$ cat config.mk
export PLATFORM = sky130hd
export DESIGN_NAME = pipeline_hazard_ctrl
export DESIGN_NICKNAME = d
export VERILOG_FILES = /design/src/rtl/pipeline_hazard_ctrl_pkg.sv /design/src/rtl/pipeline_hazard_ctrl_hazard_match.sv /design/src/rtl/pipeline_hazard_ctrl.sv
export SDC_FILE = /design/constraint.sdc
export NUM_CORES = 1
export LEC_CHECK = 0
export CORE_AREA = 2 2 84 86
export CTS_CLUSTER_DIAMETER = 200
export DETAILED_ROUTE_END_ITERATION = 16
export DIE_AREA = 0 0 86 88
export DONT_BUFFER_PORTS = 1
export PLACE_DENSITY = 0.5
export SETUP_SLACK_MARGIN = 0.4
export SLEW_MARGIN = 20
export SYNTH_ARGS = -nofsm -noshare
export SYNTH_HDL_FRONTEND = slang
export SYNTH_SLANG_ARGS = --single-unit
export TNS_END_PERCENT = 1
$ cat constraint.sdc
create_clock -name clk_i -period 2.1 [get_ports clk_i]
set_clock_uncertainty 0.1 [all_clocks]
set_input_delay 0.105 -clock clk_i [delete_from_list [all_inputs] [get_ports clk_i]]
set_output_delay 0.105 -clock clk_i [all_outputs]
set_load 0.1 [all_outputs]
$ cat src/rtl/pipeline_hazard_ctrl_pkg.sv
// ============================================================================
// Module  : pipeline_hazard_ctrl_pkg
// Brief   : Shared types and constants for the pipeline hazard controller.
// Revision: 1.0 - initial release
// ============================================================================
`default_nettype none

package pipeline_hazard_ctrl_pkg;

    // Controller states
    typedef enum logic [1:0] {
        ST_RUN       = 2'd0,
        ST_MEM_WAIT  = 2'd1,
        ST_CTRL_WAIT = 2'd2
    } state_e;

    // EX-stage operand mux selects
    localparam logic [1:0] FWD_RF  = 2'b00;  // register file value
    localparam logic [1:0] FWD_MEM = 2'b01;  // MEM stage result
    localparam logic [1:0] FWD_EX  = 2'b10;  // EX/MEM ALU result

endpackage

`default_nettype wire

$ cat src/rtl/pipeline_hazard_ctrl_hazard_match.sv
// ============================================================================
// Module  : hazard_match
// Brief   : Compares one ID source register against the EX and MEM producers.
// Revision: 1.0 - initial release
// ============================================================================
`default_nettype none

module hazard_match #(
    parameter int REG_AW = 5
) (
    input  logic [REG_AW-1:0] src_i,
    input  logic              src_en_i,
    input  logic              ex_wr_i,
    input  logic [REG_AW-1:0] ex_dst_i,
    input  logic              mem_wr_i,
    input  logic [REG_AW-1:0] mem_dst_i,
    output logic              ex_match_o,
    output logic              mem_match_o
);

    // Register $0 is hard-wired to zero, so writes to it never create a dependency
    always_comb begin
        ex_match_o  = src_en_i && ex_wr_i  && (ex_dst_i  == src_i) && (ex_dst_i  != '0);
        mem_match_o = src_en_i && mem_wr_i && (mem_dst_i == src_i) && (mem_dst_i != '0);
    end

endmodule

`default_nettype wire

$ cat src/rtl/pipeline_hazard_ctrl.sv
// ============================================================================
// Module  : pipeline_hazard_ctrl
// Brief   : Stall/flush/forwarding controller for a 5-stage MIPS pipeline with
//           memory-wait handling, control-transfer watchdog and perf counters.
// Revision: 1.0 - initial release
// ============================================================================
`default_nettype none

module pipeline_hazard_ctrl
    import pipeline_hazard_ctrl_pkg::*;
#(
    parameter int REG_AW       = 5,
    parameter int FWD_EN       = 1,
    parameter int CTRL_TIMEOUT = 4,
    parameter int CNT_W        = 16
) (
    input  logic              clk_i,
    input  logic              reset_i,
    input  logic [REG_AW-1:0] id_rs_i,
    input  logic [REG_AW-1:0] id_rt_i,
    input  logic              id_uses_rt_i,
    input  logic              id_is_ctrl_i,
    input  logic              ex_reg_write_i,
    input  logic              ex_mem_read_i,
    input  logic [REG_AW-1:0] ex_dst_i,
    input  logic              mem_reg_write_i,
    input  logic [REG_AW-1:0] mem_dst_i,
    input  logic              ctrl_resolve_i,
    input  logic              mem_busy_i,
    output logic              pc_stall_o,
    output logic              ifid_stall_o,
    output logic              ifid_flush_o,
    output logic              idex_flush_o,
    output logic              exmem_stall_o,
    output logic [1:0]        fwd_a_o,
    output logic [1:0]        fwd_b_o,
    output logic              ctrl_timeout_o,
    output logic [CNT_W-1:0]  stall_cnt_o,
    output logic [CNT_W-1:0]  flush_cnt_o
);

    localparam int WD_W = $clog2(CTRL_TIMEOUT + 1);

    state_e            state_q, state_d, ret_q, ret_d, cur_st;
    logic [WD_W-1:0]   wdog_q, wdog_d;
    logic              timeout_q, timeout_d;
    logic [CNT_W-1:0]  stall_cnt_q, stall_cnt_d, flush_cnt_q, flush_cnt_d;

    logic rs_ex, rs_mem, rt_ex, rt_mem;
    logic data_hazard;
    logic [1:0] fwd_a, fwd_b;
    logic pc_stall, ifid_stall, ifid_flush, idex_flush, exmem_stall;

    hazard_match #(.REG_AW(REG_AW)) u_match_rs (
        .src_i      (id_rs_i),
        .src_en_i   (1'b1),
        .ex_wr_i    (ex_reg_write_i),
        .ex_dst_i   (ex_dst_i),
        .mem_wr_i   (mem_reg_write_i),
        .mem_dst_i  (mem_dst_i),
        .ex_match_o (rs_ex),
        .mem_match_o(rs_mem)
    );

    hazard_match #(.REG_AW(REG_AW)) u_match_rt (
        .src_i      (id_rt_i),
        .src_en_i   (id_uses_rt_i),
        .ex_wr_i    (ex_reg_write_i),
        .ex_dst_i   (ex_dst_i),
        .mem_wr_i   (mem_reg_write_i),
        .mem_dst_i  (mem_dst_i),
        .ex_match_o (rt_ex),
        .mem_match_o(rt_mem)
    );

    // Hazard classification and forwarding selects (EX producer wins over MEM)
    always_comb begin
        data_hazard = 1'b0;
        fwd_a       = FWD_RF;
        fwd_b       = FWD_RF;
        if (FWD_EN != 0) begin
            data_hazard = ex_mem_read_i && (rs_ex || rt_ex);
            if (rs_ex)       fwd_a = FWD_EX;
            else if (rs_mem) fwd_a = FWD_MEM;
            if (rt_ex)       fwd_b = FWD_EX;
            else if (rt_mem) fwd_b = FWD_MEM;
        end else begin
            data_hazard = rs_ex || rt_ex || rs_mem || rt_mem;
        end
    end

    // Next-state and Mealy stall/flush outputs
    always_comb begin
        state_d     = state_q;
        ret_d       = ret_q;
        wdog_d      = wdog_q;
        timeout_d   = timeout_q;
        pc_stall    = 1'b0;
        ifid_stall  = 1'b0;
        ifid_flush  = 1'b0;
        idex_flush  = 1'b0;
        exmem_stall = 1'b0;
        // Leaving MEM_WAIT acts as the remembered state in the same cycle
        cur_st      = (state_q == ST_MEM_WAIT) ? ret_q : state_q;

        if (mem_busy_i) begin
            pc_stall    = 1'b1;
            ifid_stall  = 1'b1;
            exmem_stall = 1'b1;
            state_d     = ST_MEM_WAIT;
            if (state_q != ST_MEM_WAIT) ret_d = state_q;
        end else if (cur_st == ST_CTRL_WAIT) begin
            wdog_d = wdog_q - WD_W'(1);
            if (ctrl_resolve_i) begin
                state_d = ST_RUN;
            end else begin
                pc_stall   = 1'b1;
                ifid_flush = 1'b1;
                if (wdog_q == WD_W'(1)) begin
                    timeout_d = 1'b1;
                    state_d   = ST_RUN;
                end else begin
                    state_d   = ST_CTRL_WAIT;
                end
            end
        end else begin
            state_d = ST_RUN;
            if (data_hazard) begin
                pc_stall   = 1'b1;
                ifid_stall = 1'b1;
                idex_flush = 1'b1;
            end else if (id_is_ctrl_i) begin
                pc_stall   = 1'b1;
                ifid_flush = 1'b1;
                state_d    = ST_CTRL_WAIT;
                wdog_d     = WD_W'(CTRL_TIMEOUT);
            end
        end
    end

    // Saturating performance counters
    always_comb begin
        stall_cnt_d = stall_cnt_q;
        flush_cnt_d = flush_cnt_q;
        if (pc_stall && (stall_cnt_q != '1))
            stall_cnt_d = stall_cnt_q + CNT_W'(1);
        if ((ifid_flush || idex_flush) && (flush_cnt_q != '1))
            flush_cnt_d = flush_cnt_q + CNT_W'(1);
    end

    // State, watchdog, sticky flag and counter registers
    always_ff @(posedge clk_i or posedge reset_i) begin
        if (reset_i) begin
            state_q     <= ST_RUN;
            ret_q       <= ST_RUN;
            wdog_q      <= '0;
            timeout_q   <= 1'b0;
            stall_cnt_q <= '0;
            flush_cnt_q <= '0;
        end else begin
            state_q     <= state_d;
            ret_q       <= ret_d;
            wdog_q      <= wdog_d;
            timeout_q   <= timeout_d;
            stall_cnt_q <= stall_cnt_d;
            flush_cnt_q <= flush_cnt_d;
        end
    end

    // Combinational outputs are forced quiet while reset is held
    always_comb begin
        pc_stall_o    = pc_stall    && !reset_i;
        ifid_stall_o  = ifid_stall  && !reset_i;
        ifid_flush_o  = ifid_flush  && !reset_i;
        idex_flush_o  = idex_flush  && !reset_i;
        exmem_stall_o = exmem_stall && !reset_i;
        fwd_a_o       = reset_i ? FWD_RF : fwd_a;
        fwd_b_o       = reset_i ? FWD_RF : fwd_b;
    end

    assign ctrl_timeout_o = timeout_q;
    assign stall_cnt_o    = stall_cnt_q;
    assign flush_cnt_o    = flush_cnt_q;

endmodule

`default_nettype wire
# == After elaboration in Yosys (flattened, before gate mapping) ==
# Cells that the tools add are included.
# op_classes
reduce_logical,27
n_bitwise,2
n_eq_ne,11
muxes,29
add_sub_neg,3
# op_table
op,n
$add 16x1->16 const B,2
$ne 16x16->1 const B,2
$mux 2,11
$eq 5x5->1,4
$logic_and 1x1->1,18
$mux 1,15
$reduce_bool 5->1,2
$mux 3,3
$ne 2x1->1 const B,2
$reduce_and 4->1,1
$eq 3x1->1 const B,1
$reduce_and 3->1,1
$sub 3x1->3 const B,1
$eq 2x1->1 const B,1
$eq 2x2->1 const B,1
$logic_or 1x1->1,2
$not 1->1,2
$reduce_and 2->1,1
$reduce_bool 2->1,1
$logic_not 1->1,1
# totals
wordCells,78
output_inout_bits,42
reg_bits,40

# == Longest topological paths before layout ==
# logic_depth
word_depth,10
ltp_mapped,9
ltp_nobuf,7

# == By module ==
# From an unflattened synthesis, not the netlist that was laid out.
# hier_totals
hier_cells,238
hier_area_um2,2328.5
# by_module_without_submodules
mod,instances,area_each_um2,cells_per_inst,seq_area_each_um2
pipeline_hazard_ctrl,1,2030.7,200,1001.0
hazard_match,2,148.9,19,0.0

# == Worst setup path after synthesis ==
# OpenSTA, ideal clock, no wires.
# synth_timing
path_kind,input to output
startpoint,in ex_dst_i[0]
endpoint,out ifid_flush_o
required_ns,1.895
path_stages,6
setup_slack_ns,-2.285
n_path_buf,0
arrival_ns,4.180
cell_sequence,or4_1 o21a_1 and2_2 o21ai_0 a21oi_1 nor4_1
# synth_between
elab_chain_cells,9
# synth_lines
element,line,source
start: declaration,pipeline_hazard_ctrl.sv:25,"input logic [REG_AW-1:0] ex_dst_i,"
$eq 5x5->1,pipeline_hazard_ctrl_hazard_match.sv:23,ex_match_o = src_en_i && ex_wr_i && (ex_dst_i == src_i) && (ex_dst_i != '0);
$logic_and 1x1->1 (2 in a row),pipeline_hazard_ctrl_hazard_match.sv:23,
$logic_or 1x1->1 *,-,
$logic_and 1x1->1 *,pipeline_hazard_ctrl.sv:82,data_hazard = ex_mem_read_i && (rs_ex || rt_ex);
$mux 1 *,pipeline_hazard_ctrl.sv:128,if (data_hazard) begin
$mux 1 *,pipeline_hazard_ctrl.sv:112,end else if (cur_st == ST_CTRL_WAIT) begin
$mux 1 *,pipeline_hazard_ctrl.sv:106,if (mem_busy_i) begin
$logic_and 1x1->1 *,pipeline_hazard_ctrl.sv:174,ifid_flush_o = ifid_flush && !reset_i;
end: declaration,pipeline_hazard_ctrl.sv:32,"output logic ifid_flush_o,"
# Mark *: on every way between the ends. The rest lies on a longest branch, timed or not.

# == Worst setup path in the final report ==
# layout_timing
startpoint,reg state_q[1]
endpoint,"reg flush_cnt_q[13], in the netlist flush_cnt_o[13]"
# layout_between
elab_chain_cells,7
# layout_lines
element,line,source
start: declaration,pipeline_hazard_ctrl.sv:44,"state_e state_q, state_d, ret_q, ret_d, cur_st;"
start signal: assignment,pipeline_hazard_ctrl.sv:161,state_q <= state_d;
$eq 2x1->1,pipeline_hazard_ctrl.sv:104,cur_st = (state_q == ST_MEM_WAIT) ? ret_q : state_q;
$mux 2 *,pipeline_hazard_ctrl.sv:104,
$eq 2x2->1 *,pipeline_hazard_ctrl.sv:112,
$mux 1,pipeline_hazard_ctrl.sv:112,
$mux 1,pipeline_hazard_ctrl.sv:106,
$logic_or 1x1->1 *,pipeline_hazard_ctrl.sv:147,if ((ifid_flush || idex_flush) && (flush_cnt_q != '1))
$logic_and 1x1->1 *,pipeline_hazard_ctrl.sv:147,
end signal: assignment,pipeline_hazard_ctrl.sv:166,flush_cnt_q <= flush_cnt_d;
end: declaration,pipeline_hazard_ctrl.sv:47,"logic [CNT_W-1:0] stall_cnt_q, stall_cnt_d, flush_cnt_q, flush_cnt_d;"
# Marks and branches as above.
# A chain may end at the register's enable or synchronous reset.

==> run metrics <==
HP Class=in2async; Placed Cells incl. Taps=358; unrepaired setup endpoints after global routing=yes; Final WS setup=0.0581 ns; placer congestion estimate=0.734; TritonCTS clock tree=built; # hold bufs at CTS=2; global-route wire length before repair=8830 um; Worst-Margin Slew=0.537 ns; filler-free cell count of the finished design=372; Post-DRT Antenna Nets=0; clock root buffer master=clkbuf_8; later-pin clock latency in the skew report=0.29 ns; DIE HEIGHT=88 um; first-pass detailed-route iteration total=4; final net count=324; Seq/Total Area, Yosys=43.8%; Crit path required time=2.21 ns; Die Width=86 um; starting DRC count in detailed routing=45; cell count after synthesis=227; Hold Slack=-0.245 ns; Cell Area, Synth=2290 um2; met2 Usage GRT=25.6%; CTS clk-pin slew, worst paths=0.08 ns; failing checks=hold timing; grt total ovfl=0; pin count of the biggest net entering global routing=43; fin area=3210 um2; period utilisation layout=97.2%; die area=7570 um2; reg-to-reg endpoint=flush_cnt_o[13]; I/O pin count=71; WL final=5400 um; total global-route track usage=14.7%; CTS buffer count=5; pre-CTS setup slack=-0.0128 ns; Setup violations, final=0; Leak=1.40 nW; Initial Utilization=34.4%; footprint of the multi-input gates=1370 um2; syn avg cell area=10.1 um2; Final Hold Fails=40; CTS H-tree depth=2; Std-Cell Core Area=6640 um2; Critical Path End Type=register; HPWL after DPL=4170 um; Relative slew margins=64.2%; FF-to-FF setup slack=0.06 ns; EDFF count, synth=0; Reg area=1010 um2; area grow syn2layout=40.3%; share of layout cells above drive strength 1=38.0%; outcome=complete, but fails checks; synth warn=0; vias after detailed routing=1881; #FFs+latches synth=40; setup TNS=0 ns; Routed WL per cell=14.5 um; min Tclk post-route=2.04 ns; Clock Sinks=40; Yosys cell types=44; critical path arrival=2.15 ns; Main synth FF type=dfrtp_1; max-slew violations=0; Final Util=48.3%; Reg2Reg Launch Point=state_q[1]; area post-placement=2960 um2; startpoint types=register; Diodes inserted=0; gr busiest metal=met2; syn_nets=260; Fillers=652; initial antenna violation count=0; crit-path max FO=8; global routing usage on met3=4.90%; critical path class=reg2reg; pwr dens=1120 nW/um2; Vias/cell=5.06; buffers added on ports=0; Max Cap Violations=0; via count of the first global-routing pass=1959; maximum VDD drop=867 uV; R2R depth=7; met1 Use GR=17.6%; Max Clk Rate=490 MHz; # rows=30; DRC errors left=0; ys async rst share=100%; CTS Buffer Depth=2
## worst max-delay path, cell delays in order, from the launching register on
cell     delay (ns)
dfrtp_1        0.41
nor2b_4        0.14
a21o_1         0.16
and2_4         0.14
or3_4          0.41
a21o_4         0.27
nor3_4         0.19
xor2_1         0.15
## metal layers
metal	vias to the layer above	routed length (um)
met5	-	0
met1	895	2240
li1	924	-
met3	3	421
met2	59	2720
met4	0	17
## through the flow
| stage | hold slack (ns) | total power [mW] |
|---|---|---|
| 2_1_floorplan | -0.00713 | 2.53 |
| 3_3_place_gp | 0.0379 | 2.91 |
| 4_1_cts | -0.221 | 3.63 |
| 3_5_place_dp | 0.0386 | 2.93 |
| 6_report | -0.245 | 3.60 |
| 5_1_grt | -0.202 | 3.78 |
## state kept, by name (all words and copies together) (netlist names)
name	count
ctrl_timeout_o	1
state_q	2
wdog_q	3
flush_cnt_o	16
ret_q	2
stall_cnt_o	16
## worst max-delay path by stage
stage | startpoint | end | slack, ns | cells past startpoint
6_report | state_q[1] | flush_cnt_o[13] | 0.06 | 7
2_1_floorplan | ex_dst_i[0] | ifid_flush_o | -0.44 | 6
3_5_place_dp | state_q[1] | flush_cnt_o[5] | -0.01 | 7
5_1_grt | state_q[1] | flush_cnt_o[13] | -0.06 | 7
4_1_cts | ret_q[1] | flush_cnt_o[5] | 0.05 | 7
3_3_place_gp | ex_dst_i[0] | flush_cnt_o[9] | -0.002 | 7
## report_power, final
group | internal, mW | switching (mW) | total (mW)
Clock | 0.389 | 0.276 | 0.664
Sequential | 0.941 | 0.0897 | 1.03
Combinational | 0.468 | 1.44 | 1.91
## cell type report
type	instances	share of cell area (%)
multi-input combinational	176	42.7
sequential	40	31.5
timing repair buffer	63	18.2
tap	80	3.12
clock buffer	6	2.57
clock inverter	2	1.21
inverter	5	0.702
## synthesized netlist by cell type (2+ instances only)
master,count,area share [%]
a21o_1,2,0.66
nand3_1,14,3.1
buf_6,3,1.5
nand4_1,11,3.0
nand2_1,16,2.6
o211ai_1,2,0.66
xnor2_1,27,10
nor2b_1,2,0.55
or4_1,2,0.66
nor3_1,4,0.88
nor3_2,2,0.88
a211oi_1,2,0.66
and3_2,3,0.98
xor2_1,23,8.8
and2_1,2,0.55
dfrtp_1,40,44
nor2_1,14,2.3
inv_1,5,0.82
nor4_1,6,1.6
o21ai_0,5,1.1
a21oi_1,8,1.8
and3_1,5,1.4
clkbuf_1,3,0.49
ha_1,4,2.2
and4_1,3,1.1
## cell families (layout without fill, tap and decap cells)
family | Yosys count | in the layout | synth area share, %
adder cells (fa/ha/maj) | 4 | 4 | 2.19
multiplexers | 2 | 2 | 0.930
AND/OR/NAND/NOR | 96 | 96 | 24.6
AO/OA/AOI/OAI | 24 | 24 | 6.56
buffers and inverters | 11 | 76 | 2.79
XOR/XNOR | 50 | 50 | 19.1
flip-flops | 40 | 40 | 43.8
## cell usage in the layout (no fill, tap or decap), types with 3 or more instances in the layout
master | synthesis | routed
nor2_2 | 0 | 3
clkbuf_8 | 0 | 6
o21ai_0 | 5 | 4
xor2_1 | 23 | 23
xnor2_1 | 27 | 27
dfrtp_2 | 0 | 7
nor4_1 | 6 | 3
dfrtp_1 | 40 | 33
ha_1 | 4 | 4
and3_1 | 5 | 5
nand4_1 | 11 | 11
buf_12 | 0 | 8
nor3_2 | 2 | 4
inv_1 | 5 | 4
and4_1 | 3 | 3
nand3_1 | 14 | 14
nand2_1 | 16 | 16
buf_4 | 0 | 51
nor4_4 | 1 | 3
nor2_1 | 14 | 11
a21oi_1 | 8 | 5
## repair_timing
| item | 4_1_cts | 5_1_grt |
|---|---|---|
| resized for setup | 6 | 11 |
| setup endpoints to repair | 39 | 41 |
| pin swaps | 2 | 14 |
| endpoints found under the hold margin | 47 | 40 |
| setup buffers | 2 | 2 |
(Power assumes the default switching activity.)
